===== config.mk =====
export PLATFORM = sky130hd
export DESIGN_NAME = alu_seq_flat
export DESIGN_NICKNAME = d
export VERILOG_FILES = /design/src/rtl/alu_seq_if.sv /design/src/rtl/alu_seq.sv /design/src/flat_wrapper.sv
export SDC_FILE = /design/constraint.sdc
export NUM_CORES = 1
export LEC_CHECK = 0
export ABC_AREA = 1
export CAP_MARGIN = 30
export CORE_ASPECT_RATIO = 0.5
export CORE_UTILIZATION = 55
export CTS_BUF_LIST = sky130_fd_sc_hd__clkbuf_4
export DETAILED_ROUTE_END_ITERATION = 7
export PLACE_DENSITY = 0.84
export SETUP_SLACK_MARGIN = 0.2
export SKIP_LAST_GASP = 1
export SYNTH_ARGS = -nofsm -noshare
export SYNTH_HDL_FRONTEND = slang
export SYNTH_SLANG_ARGS = --single-unit

===== constraint.sdc =====
create_clock -name clk -period 3.2 [get_ports clk]
set_input_delay 0.32 -clock clk [delete_from_list [all_inputs] [get_ports clk]]
set_output_delay 0.32 -clock clk [all_outputs]
set_load 0.05 [all_outputs]

===== src/rtl/alu_seq_if.sv =====
// Instruction, external-ALU and debug signals for alu_seq.
// The slave side is the sequencer; the master side is the instruction source plus ALU.
interface alu_seq_if #(
  parameter int DW = 4
);
  logic [8:0]    instr;
  logic          instr_valid;
  logic          instr_ready;
  logic [DW-1:0] alu_in1;
  logic [DW-1:0] alu_in2;
  logic [2:0]    alu_sel;
  logic [DW-1:0] alu_out;
  logic          done;
  logic [DW-1:0] result;
  logic          zero;
  logic [1:0]    dbg_addr;
  logic [DW-1:0] dbg_data;

  modport slave (
    input  instr, instr_valid, alu_out, dbg_addr,
    output instr_ready, alu_in1, alu_in2, alu_sel, done, result, zero, dbg_data
  );

  modport master (
    output instr, instr_valid, alu_out, dbg_addr,
    input  instr_ready, alu_in1, alu_in2, alu_sel, done, result, zero, dbg_data
  );
endinterface


===== src/rtl/alu_seq.sv =====
// Three-state instruction sequencer driving an external combinational ALU.
// Four DW-bit registers; one instruction per IDLE -> EXEC -> WB round trip.
module alu_seq #(
  parameter int DW = 4
) (
  input  logic     clk,
  input  logic     rst,
  alu_seq_if.slave bus
);

  localparam logic [2:0] OP_LDI = 3'b110;
  localparam logic [2:0] OP_NOP = 3'b111;

  typedef enum logic [1:0] {
    IDLE = 2'd0,
    EXEC = 2'd1,
    WB   = 2'd2
  } state_t;

  state_t        state_q;
  state_t        state_d;
  logic          ready;
  logic          vld_p1;
  logic          vld_p2;
  logic          accept;

  logic [DW-1:0] regs [4];
  logic [DW-1:0] alu_in1_p1;
  logic [DW-1:0] alu_in2_p1;
  logic [2:0]    alu_sel_p1;
  logic [2:0]    op_p1;
  logic [1:0]    rd_p1;
  logic [DW-1:0] result_p2;
  logic          zero_p2;

  logic [2:0]    op_f;
  logic [1:0]    rd_f;
  logic [1:0]    rs1_f;
  logic [1:0]    rs2_f;

  function automatic logic [DW-1:0] imm_ext(input logic [3:0] imm);
    return DW'(imm);
  endfunction

  assign op_f   = bus.instr[8:6];
  assign rd_f   = bus.instr[5:4];
  assign rs1_f  = bus.instr[3:2];
  assign rs2_f  = bus.instr[1:0];
  assign accept = bus.instr_valid && ready;

  always_ff @(posedge clk) begin
    if (rst) state_q <= IDLE;
    else     state_q <= state_d;
  end

  always_comb begin
    state_d = state_q;
    case (state_q)
      IDLE:    if (accept) state_d = EXEC;
      EXEC:    state_d = WB;
      WB:      state_d = IDLE;
      default: state_d = IDLE;
    endcase
  end

  always_comb begin
    ready  = 1'b0;
    vld_p1 = 1'b0;
    vld_p2 = 1'b0;
    case (state_q)
      IDLE:    ready  = 1'b1;
      EXEC:    vld_p1 = 1'b1;
      WB:      vld_p2 = 1'b1;
      default: ready  = 1'b0;
    endcase
  end

  always_ff @(posedge clk) begin
    if (rst) begin
      for (int i = 0; i < 4; i++) regs[i] <= '0;
      alu_in1_p1 <= '0;
      alu_in2_p1 <= '0;
      alu_sel_p1 <= '0;
      op_p1      <= OP_NOP;
      rd_p1      <= '0;
      result_p2  <= '0;
      zero_p2    <= 1'b1;
    end else begin
      // Stage 1: operands captured at the handshake, so rd==rs reads the old value.
      if (accept) begin
        op_p1 <= op_f;
        rd_p1 <= rd_f;
        case (op_f)
          OP_LDI: begin
            alu_in1_p1 <= imm_ext(bus.instr[3:0]);
            alu_in2_p1 <= '0;
            alu_sel_p1 <= 3'b000;
          end
          OP_NOP: begin
            alu_in1_p1 <= '0;
            alu_in2_p1 <= '0;
            alu_sel_p1 <= 3'b000;
          end
          default: begin
            alu_in1_p1 <= regs[rs1_f];
            alu_in2_p1 <= regs[rs2_f];
            alu_sel_p1 <= op_f;
          end
        endcase
      end
      // Stage 2: write-back of the external ALU result at the end of EXEC.
      if (vld_p1 && op_p1 != OP_NOP) begin
        regs[rd_p1] <= bus.alu_out;
        result_p2   <= bus.alu_out;
        zero_p2     <= (bus.alu_out == '0);
      end
    end
  end

  assign bus.instr_ready = ready;
  assign bus.done        = vld_p2;
  assign bus.alu_in1     = alu_in1_p1;
  assign bus.alu_in2     = alu_in2_p1;
  assign bus.alu_sel     = alu_sel_p1;
  assign bus.result      = result_p2;
  assign bus.zero        = zero_p2;
  assign bus.dbg_data    = regs[bus.dbg_addr];

endmodule


===== src/flat_wrapper.sv =====
// flat-port wrapper written by rule: the top's interface ports become plain ports
module alu_seq_flat 
#(
  parameter int DW = 4
)
  (clk, rst, bus_instr, bus_instr_valid, bus_alu_out, bus_dbg_addr, bus_instr_ready, bus_alu_in1, bus_alu_in2, bus_alu_sel, bus_done, bus_result, bus_zero, bus_dbg_data);
  alu_seq_if #(.DW(DW)) bus_i ();
  input  logic clk;
  input  logic rst;
  input wire logic [$bits(bus_i.instr)-1:0] bus_instr;
  input wire logic [$bits(bus_i.instr_valid)-1:0] bus_instr_valid;
  input wire logic [$bits(bus_i.alu_out)-1:0] bus_alu_out;
  input wire logic [$bits(bus_i.dbg_addr)-1:0] bus_dbg_addr;
  output wire logic [$bits(bus_i.instr_ready)-1:0] bus_instr_ready;
  output wire logic [$bits(bus_i.alu_in1)-1:0] bus_alu_in1;
  output wire logic [$bits(bus_i.alu_in2)-1:0] bus_alu_in2;
  output wire logic [$bits(bus_i.alu_sel)-1:0] bus_alu_sel;
  output wire logic [$bits(bus_i.done)-1:0] bus_done;
  output wire logic [$bits(bus_i.result)-1:0] bus_result;
  output wire logic [$bits(bus_i.zero)-1:0] bus_zero;
  output wire logic [$bits(bus_i.dbg_data)-1:0] bus_dbg_data;
  assign bus_i.instr = bus_instr;
  assign bus_i.instr_valid = bus_instr_valid;
  assign bus_i.alu_out = bus_alu_out;
  assign bus_i.dbg_addr = bus_dbg_addr;
  assign bus_instr_ready = bus_i.instr_ready;
  assign bus_alu_in1 = bus_i.alu_in1;
  assign bus_alu_in2 = bus_i.alu_in2;
  assign bus_alu_sel = bus_i.alu_sel;
  assign bus_done = bus_i.done;
  assign bus_result = bus_i.result;
  assign bus_zero = bus_i.zero;
  assign bus_dbg_data = bus_i.dbg_data;
  alu_seq #(.DW(DW)) u_core (.clk(clk), .rst(rst), .bus(bus_i));
endmodule

Yosys cells after proc, flatten, opt, wreduce, memory -nomap -nowiden:

Memory sizes are Yosys's and may differ from the RTL's.
Cells that the tools add are included.

* bits in registers: 23
* bits in writable memories: 16
* input bits: 18
* output and inout bits: 22
* logic and storage cells: 37
* memories: 1

Memories
* u_core.regs: words 4, bits a word 4, read ports 3, clocked after Yosys merged registers in 0, write ports 4, line alu_seq.sv:27 `logic [DW-1:0] regs [4];`

* equality and inequality tests: 6
* multiplexer cells: 16
* reduce and logical (&&, ||, !) cells: 6

Operators by type and width (count)
* 1-bit two-way mux: 9
* 4-bit two-way mux: 2
* 4-bit case mux with 2 select lines: 1
* 3-bit equality test (second input constant): 2
* 4-bit logical NOT: 1
* 2-bit two-way mux: 2
* 2-bit case mux with 2 select lines: 1
* 4-bit OR reduction: 1
* 3-bit two-way mux: 1
* 3-bit inequality test (second input constant): 1
* 2-bit by 1-bit equality test with 1-bit output (second input constant): 1
* 2-bit equality test (second input constant): 1
* 1-bit logical AND: 2
* 2-bit logical NOT: 1
* 2-bit by 1-bit inequality test with 1-bit output (second input constant): 1
* 2-bit OR reduction: 1

Logic depth before layout (Yosys ltp):

Gate-level depths: netlist of the first run.

* depth in word-level cells: 8
* mapped depth: 7
* depth with buffers taken out: 6

Worst setup path before layout of the first run:

Ideal clock, no wire load.

* path type: input to output
* start point: input port bus_dbg_addr[0]
* end point: output port bus_dbg_data[1]
* arrival time: 1.458 ns
* required time: 2.880 ns
* slack: 1.422 ns
* stages on the path: 5
* buffers on the path: 1
* path through: inv_1 buf_2 o21ai_0 a21oi_1 a21oi_1

* longest elaborated chain between the ends: 1

Ends and longest elaborated chain
* start: declaration: line flat_wrapper.sv:13 `input wire logic [$bits(bus_i.dbg_addr)-1:0] bus_dbg_addr;`
* memory 4 x 4 bit
* end: declaration: line flat_wrapper.sv:21 `output wire logic [$bits(bus_i.dbg_data)-1:0] bus_dbg_data;`

Every way passes these cells.

Worst setup path after layout of the first run:

* start point: input port bus_dbg_addr[0]
* end point: output port bus_dbg_data[0]

Same word-level chain as after synthesis.

==> impl_metrics.json, run 1 <==
{
  "portBuffers": 39,
  "first_pass_iters": 5,
  "finalSetupViolCount": 0,
  "ys_seq_area_share_pct": 47.6,
  "io_pins": 40,
  "placed_area_mm2": 0.00239,
  "area_growth_syn_to_layout_pct": 23.4,
  "dieArea_mm2": 0.00386,
  "worstSetupEndpointType": "output pin",
  "slew_violations": 0,
  "clock_latency_ps": 360,
  "reg2reg_to": "u_core.regs[3][1]$_DFFE_PP_",
  "hold_path_end": "u_core.bus.alu_in2[3]$_SDFFE_PP0P_",
  "dr_total_vias": 1865,
  "final_common_cell": "nand2_1",
  "gp_congestion": 0.893,
  "r2r_cells": 3,
  "worst-path-max-fanout": 12,
  "wl_per_cell_um": 13.7,
  "yosys_warnings": 0,
  "cts.sinks": 39,
  "via_per_inst": 5.33,
  "yosysTopAreaCellShare_pct": 24.3,
  "p_per_area_mw_per_mm2": 435,
  "syn_inst": 262,
  "hold_viol": 0,
  "hold_buffers": 0,
  "p_leak_nw": 1.08,
  "fin_crit_ps": 2560,
  "grt_pass1_vias": 1626,
  "finalCritPeriodShare_pct": 79.9,
  "crit_type": "input pin to output pin",
  "grt_start_max_net_pins": 23,
  "die_h_um": 44.4,
  "drc": 0,
  "outcome": "complete, no violations",
  "r2r_slack_ps": 1530,
  "clock_path_buffers": 2,
  "yosysTopAreaCell": "edfxtp_1",
  "fmax_mhz": 391,
  "rows": 14,
  "fin_tns_setup_ps": 0,
  "rsz0062_at_grt": "no",
  "start_util_pct": 61.7,
  "postRouteAntennaNets": 0,
  "cp.arrival_ps": 2240,
  "dp_hpwl_mm": 3.72,
  "worst_hold_startpoint": "u_core.bus.alu_in2[3]$_SDFFE_PP0P_",
  "fin_skew_ps": 19.1,
  "final_cells": 350,
  "cts_root_buf": "clkbuf_4",
  "antenna_found_initial": 0,
  "post_synth.cell_area_avg_um2": 7.55,
  "dpl.cell_count": 342,
  "holdCritPathClass": "flop to flop",
  "clkSlewWorstSetupHoldPaths_ps": 130,
  "finalNetCount": 319,
  "layout_common_cells": "nand2_1 (69), clkdlybuf4s50_1 (39), inv_1 (38), a21oi_1 (28), nor2_1 (26)",
  "first_iter_violations": 149,
  "overflow": 0,
  "grt_pass1_wl_mm": 7.59,
  "whs_ps": 478,
  "ir_worst_vdd_mv": 0.277,
  "max-slew-margin-rel_pct": 49.5,
  "htree_levels": 2,
  "fin_area_mm2": 0.00244,
  "cap_viol_max_count": 0,
  "crit_required_ps": 2880,
  "drive_gt1_share_pct": 7.28,
  "ys_ff_latch": 39,
  "synthTopCellsByArea": "edfxtp_1 (24%), dfxtp_1 (23%), nand2_1 (13%)",
  "timing.rr.start": "u_core.state_q[1]$_SDFFE_PP0P_",
  "start_kind": "input pin",
  "synth_fp_nets": 280,
  "core_area_mm2": 0.00321,
  "tritoncts": "yes",
  "synth_cell_types": 24,
  "ctsResizeCount": 0,
  "die_w_um": 86.8,
  "cts_buffers": 5,
  "grt_util_all_layers_pct": 27.0,
  "syn-cell-area_mm2": 0.00198,
  "tightest_slew_ps": 752,
  "diodes": 0,
  "postCtsSetupBuffers": 0,
  "routed_wl_mm": 4.78,
  "hold_depth": 2
}
layer usage:
metal | share of wire, % | track usage, % | vias up
met2 | 42 | 41.3 | 109
met3 | 9.2 | 5.60 | 17
met5 | 0 | 0 | -
li1 | - | - | 919
met4 | 2.0 | 9.33 | 0
met1 | 47 | 38.7 | 820
per-stage QoR:
step | worst slack (ps) | util (%) | power, mW
floorplan | 1420 | - | 0.732
global placement | 727 | 74.4 | 0.808
detailed placement | 659 | 74.4 | 0.815
CTS | 650 | 76.2 | 1.06
global route | 528 | 76.2 | 1.10
finish | 643 | 76.2 | 1.06
where the power goes:
group          internal (mW)  switching (mW)  total, mW
Clock                 0.0847           0.171      0.255
Sequential             0.544          0.0160      0.560
Combinational         0.0817           0.165      0.246
area by class of cell:
class | instances | area [µm²]
clock buffer | 5 | 37.5
clock inverter | 3 | 17.5
inverter | 40 | 150
sequential | 39 | 941
timing repair buffer | 40 | 398
multi-input combinational | 175 | 837
tap | 48 | 60.1
fill | 246 | 764
how the worst max path moves through the flow:
stage,end,startpoint,cells after the start
after floorplan,bus_dbg_data[1],bus_dbg_addr[0],5
after global placement,bus_dbg_data[0],bus_dbg_addr[0],6
after detailed placement,bus_dbg_data[0],bus_dbg_addr[0],6
after CTS,bus_dbg_data[0],bus_dbg_addr[0],6
after global routing,bus_dbg_data[3],bus_dbg_addr[0],6
final,bus_dbg_data[0],bus_dbg_addr[0],6
cells in the mapped netlist:
cell / number
nor2_2: 1
nor2_4: 1
clkbuf_2: 1
o21ai_2: 4
o211ai_1: 1
a21oi_1: 28
clkbuf_1: 1
nand2_1: 69
buf_4: 2
nand3_1: 24
dfxtp_1: 23
buf_2: 3
inv_1: 38
nor2_1: 26
o21ai_0: 11
buf_6: 1
nor2_8: 1
o31ai_1: 1
edfxtp_1: 16
nand3_4: 1
inv_2: 2
nand2_4: 1
nand4_1: 3
nand3_2: 3
registers in the layout (all words and copies together), names as in the netlist:
name                cells
u_core.bus.alu_sel      3
u_core.bus.result       4
u_core.bus.zero         1
u_core.bus.alu_in2      4
u_core.bus.alu_in1      4
u_core.rd_p1            2
u_core.regs            16
u_core.op_p1            3
u_core.state_q          2
critical path, stage by stage:
cell             delay (ps)
clkdlybuf4s50_1         540
inv_1                   170
o21ai_0                 180
a21oi_1                  60
a21oi_1                 140
clkdlybuf4s50_1         820
cell families (layout without fill, tap and decap cells):
group | Yosys count | count (layout) | share of synthesized area [%]
AOI/OAI and AO/OA | 45 | 45 | 12.4
buffers and inverters | 48 | 88 | 10.1
DFF | 39 | 39 | 47.6
and+or+nand+nor | 130 | 130 | 29.9
No activity file was read; power rests on OpenSTA's default activity.
==> inputs of run 2 (changes only) <==
--- a/config.mk
+++ b/config.mk
@@ -8,10 +8,10 @@
 export ABC_AREA = 1
 export CAP_MARGIN = 30
 export CORE_ASPECT_RATIO = 0.5
-export CORE_UTILIZATION = 55
+export CORE_UTILIZATION = 53
 export CTS_BUF_LIST = sky130_fd_sc_hd__clkbuf_4
 export DETAILED_ROUTE_END_ITERATION = 7
-export PLACE_DENSITY = 0.84
+export PLACE_DENSITY = 0.81
 export SETUP_SLACK_MARGIN = 0.2
 export SKIP_LAST_GASP = 1
 export SYNTH_ARGS = -nofsm -noshare
==> constraint.sdc (replaced) <==
create_clock -name clk -period 2.7 [get_ports clk]
set_input_delay 0.27 -clock clk [delete_from_list [all_inputs] [get_ports clk]]
set_output_delay 0.27 -clock clk [all_outputs]
set_load 0.05 [all_outputs]
==> run 2 against run 1 <==
  * Non-clock buffer count is the same
  * Sequential share of layout area grew 0.059 points
  * Critical path depth shrank 3
  * Design area shrank 0.15%
  * Core utilization shrank 6.7 points
  * Total power grew 19%
  * Die area grew 3.6%
  * Routed wire length shrank 4.6%
  * Global-route usage shrank 2.9 points
  * Largest cell class unchanged
==> impl_metrics.json, run 2 (same netlist as run 1, synthesis figures left out) <==
{
  "tightest_slew_ps": 675,
  "fin_tns_setup_ps": 0,
  "layout_common_cells": "nand2_1 (69), inv_1 (38), clkdlybuf4s50_1 (35), a21oi_1 (28), nor2_1 (26)",
  "cts.sinks": 39,
  "overflow": 0,
  "routed_wl_mm": 4.56,
  "hold_buffers": 0,
  "holdCritPathClass": "flop to flop",
  "cap_viol_max_count": 0,
  "fmax_mhz": 495,
  "rows": 15,
  "clkSlewWorstSetupHoldPaths_ps": 120,
  "met2RoutedLength_mm": 1.85,
  "portBuffers": 39,
  "intPower_mw": 0.861,
  "first_pass_iters": 4,
  "drive_gt1_share_pct": 8.94,
  "max-slew-margin-rel_pct": 54.6,
  "die_h_um": 45.2,
  "clock_path_buffers": 2,
  "tritoncts": "yes",
  "worst-path-max-fanout": 3,
  "core_area_mm2": 0.00351,
  "grt_pass1_wl_mm": 6.89,
  "first_iter_violations": 114,
  "postCtsSetupBuffers": 0,
  "crit_required_ps": 2430,
  "wl_met3_um": 332,
  "hold_viol": 0,
  "postRouteAntennaNets": 0,
  "grt_util_all_layers_pct": 24.2,
  "critical_path.cell_chain": "inv_1, nor2_1, clkdlybuf4s50_1",
  "switching_share_pct": 31.8,
  "final_core_util_pct": 69.4,
  "cp.arrival_ps": 1750,
  "critical_path.top_delay_family": "buffers and inverters",
  "seqPwrFrac_pct": 52.6,
  "p_per_area_mw_per_mm2": 518,
  "start_kind": "flop",
  "slowest_delay_ps": 800,
  "gp_congestion": 0.876,
  "p_leak_nw": 1.09,
  "worstSetupEndpointType": "output pin",
  "clock_latency_ps": 350,
  "m1WireLength_mm": 2.34,
  "power_switching_mw": 0.402,
  "ir_worst_vdd_mv": 0.322,
  "drc": 0,
  "final_common_cell": "nand2_1",
  "start_util_pct": 56.4,
  "via_per_inst": 5.12,
  "fin_crit_ps": 2020,
  "dieArea_mm2": 0.00400,
  "cts_buffers": 5,
  "ctsResizeCount": 0,
  "cts_root_buf": "clkbuf_4",
  "outcome": "complete, no violations",
  "htree_levels": 2,
  "dp_hpwl_mm": 3.49,
  "area_growth_syn_to_layout_pct": 23.2,
  "diodes": 0,
  "finalCritPeriodShare_pct": 74.8,
  "whs_ps": 473,
  "wl_per_cell_um": 12.9,
  "fin_skew_ps": 9.05,
  "die_w_um": 88.4,
  "worst-path-buf-inv": 2,
  "grt_start_max_net_pins": 23,
  "finalNetCount": 319,
  "antenna_found_initial": 0,
  "rsz0062_at_grt": "no",
  "top_layer_used": "met4",
  "combinationalPowerShare_pct": 22.6,
  "regMostFlops": "u_core.regs",
  "slew_violations": 0,
  "io_pins": 40,
  "largest_reg_flops": 16,
  "cpMaxStageDelayCell": "clkdlybuf4s50_1",
  "grt_pass1_vias": 1413,
  "dr_total_vias": 1807,
  "crit_type": "flop to output pin",
  "clkPwrFrac_pct": 24.8,
  "finalSetupViolCount": 0
}
## run 2: changes by cell type in the layout (fill, tap and decap cells not counted)
cell,delta
clkinv_1,-1
buf_4,+4
clkdlybuf4s50_1,-4
clkbuf_4,+2
inv_6,-1
## run 2: area by class of cell
type,count,area (µm²)
fillers,294,1070
inverters,40,150
repair buffers,40,388
clock buffers,7,52.6
multi-input cells,175,837
well taps,51,63.8
flip-flops and latches,39,941
clock inverters,1,5.00
## run 2: worst paths after layout
path,start,endpoint,cells after the start,slack [ps]
worst min-delay path,u_core.bus.alu_in2[0]$_SDFFE_PP0P_,u_core.bus.alu_in2[0]$_SDFFE_PP0P_,2,470
worst max register to register,u_core.state_q[0]$_SDFFE_PP0P_,u_core.regs[3][1]$_DFFE_PP_,2,1080
worst min register to register,u_core.bus.alu_in2[0]$_SDFFE_PP0P_,u_core.bus.alu_in2[0]$_SDFFE_PP0P_,2,470
worst max-delay path,u_core.state_q[1]$_SDFFE_PP0P_,bus_done,3,680
## run 2: layer usage
| layer | GRT usage, % | vias up |
|---|---|---|
| met1 | 37.8 | 810 |
| met4 | 7.42 | 0 |
| li1 | - | 922 |
| met2 | 33.1 | 70 |
| met5 | 0 | - |
| met3 | 4.94 | 5 |
## run 2: worst min-delay path: stages (launching register included)
cell and delay (ps):
dfxtp_1 330, nand2_1 60, a21oi_1 50
## run 2: metrics by stage
step | total power, mW | instances | setup slack (ps) | instance area [µm²]
after detailed placement | 0.962 | 345 | 843 | 2380
after global placement | 0.958 | 345 | 891 | 2380
after CTS | 1.26 | 353 | 657 | 2440
final | 1.26 | 353 | 680 | 2440
after floorplan | 0.867 | 262 | 1020 | 1980
after global routing | 1.31 | 353 | 588 | 2440
## run 2: power by group through the flow
stage	registers [mW]	clock network, mW	logic [mW]
after global routing	0.668	0.335	0.309
final	0.664	0.313	0.286
after global placement	0.677	0	0.281
after CTS	0.664	0.315	0.285
after floorplan	0.718	0	0.149
after detailed placement	0.678	0	0.284
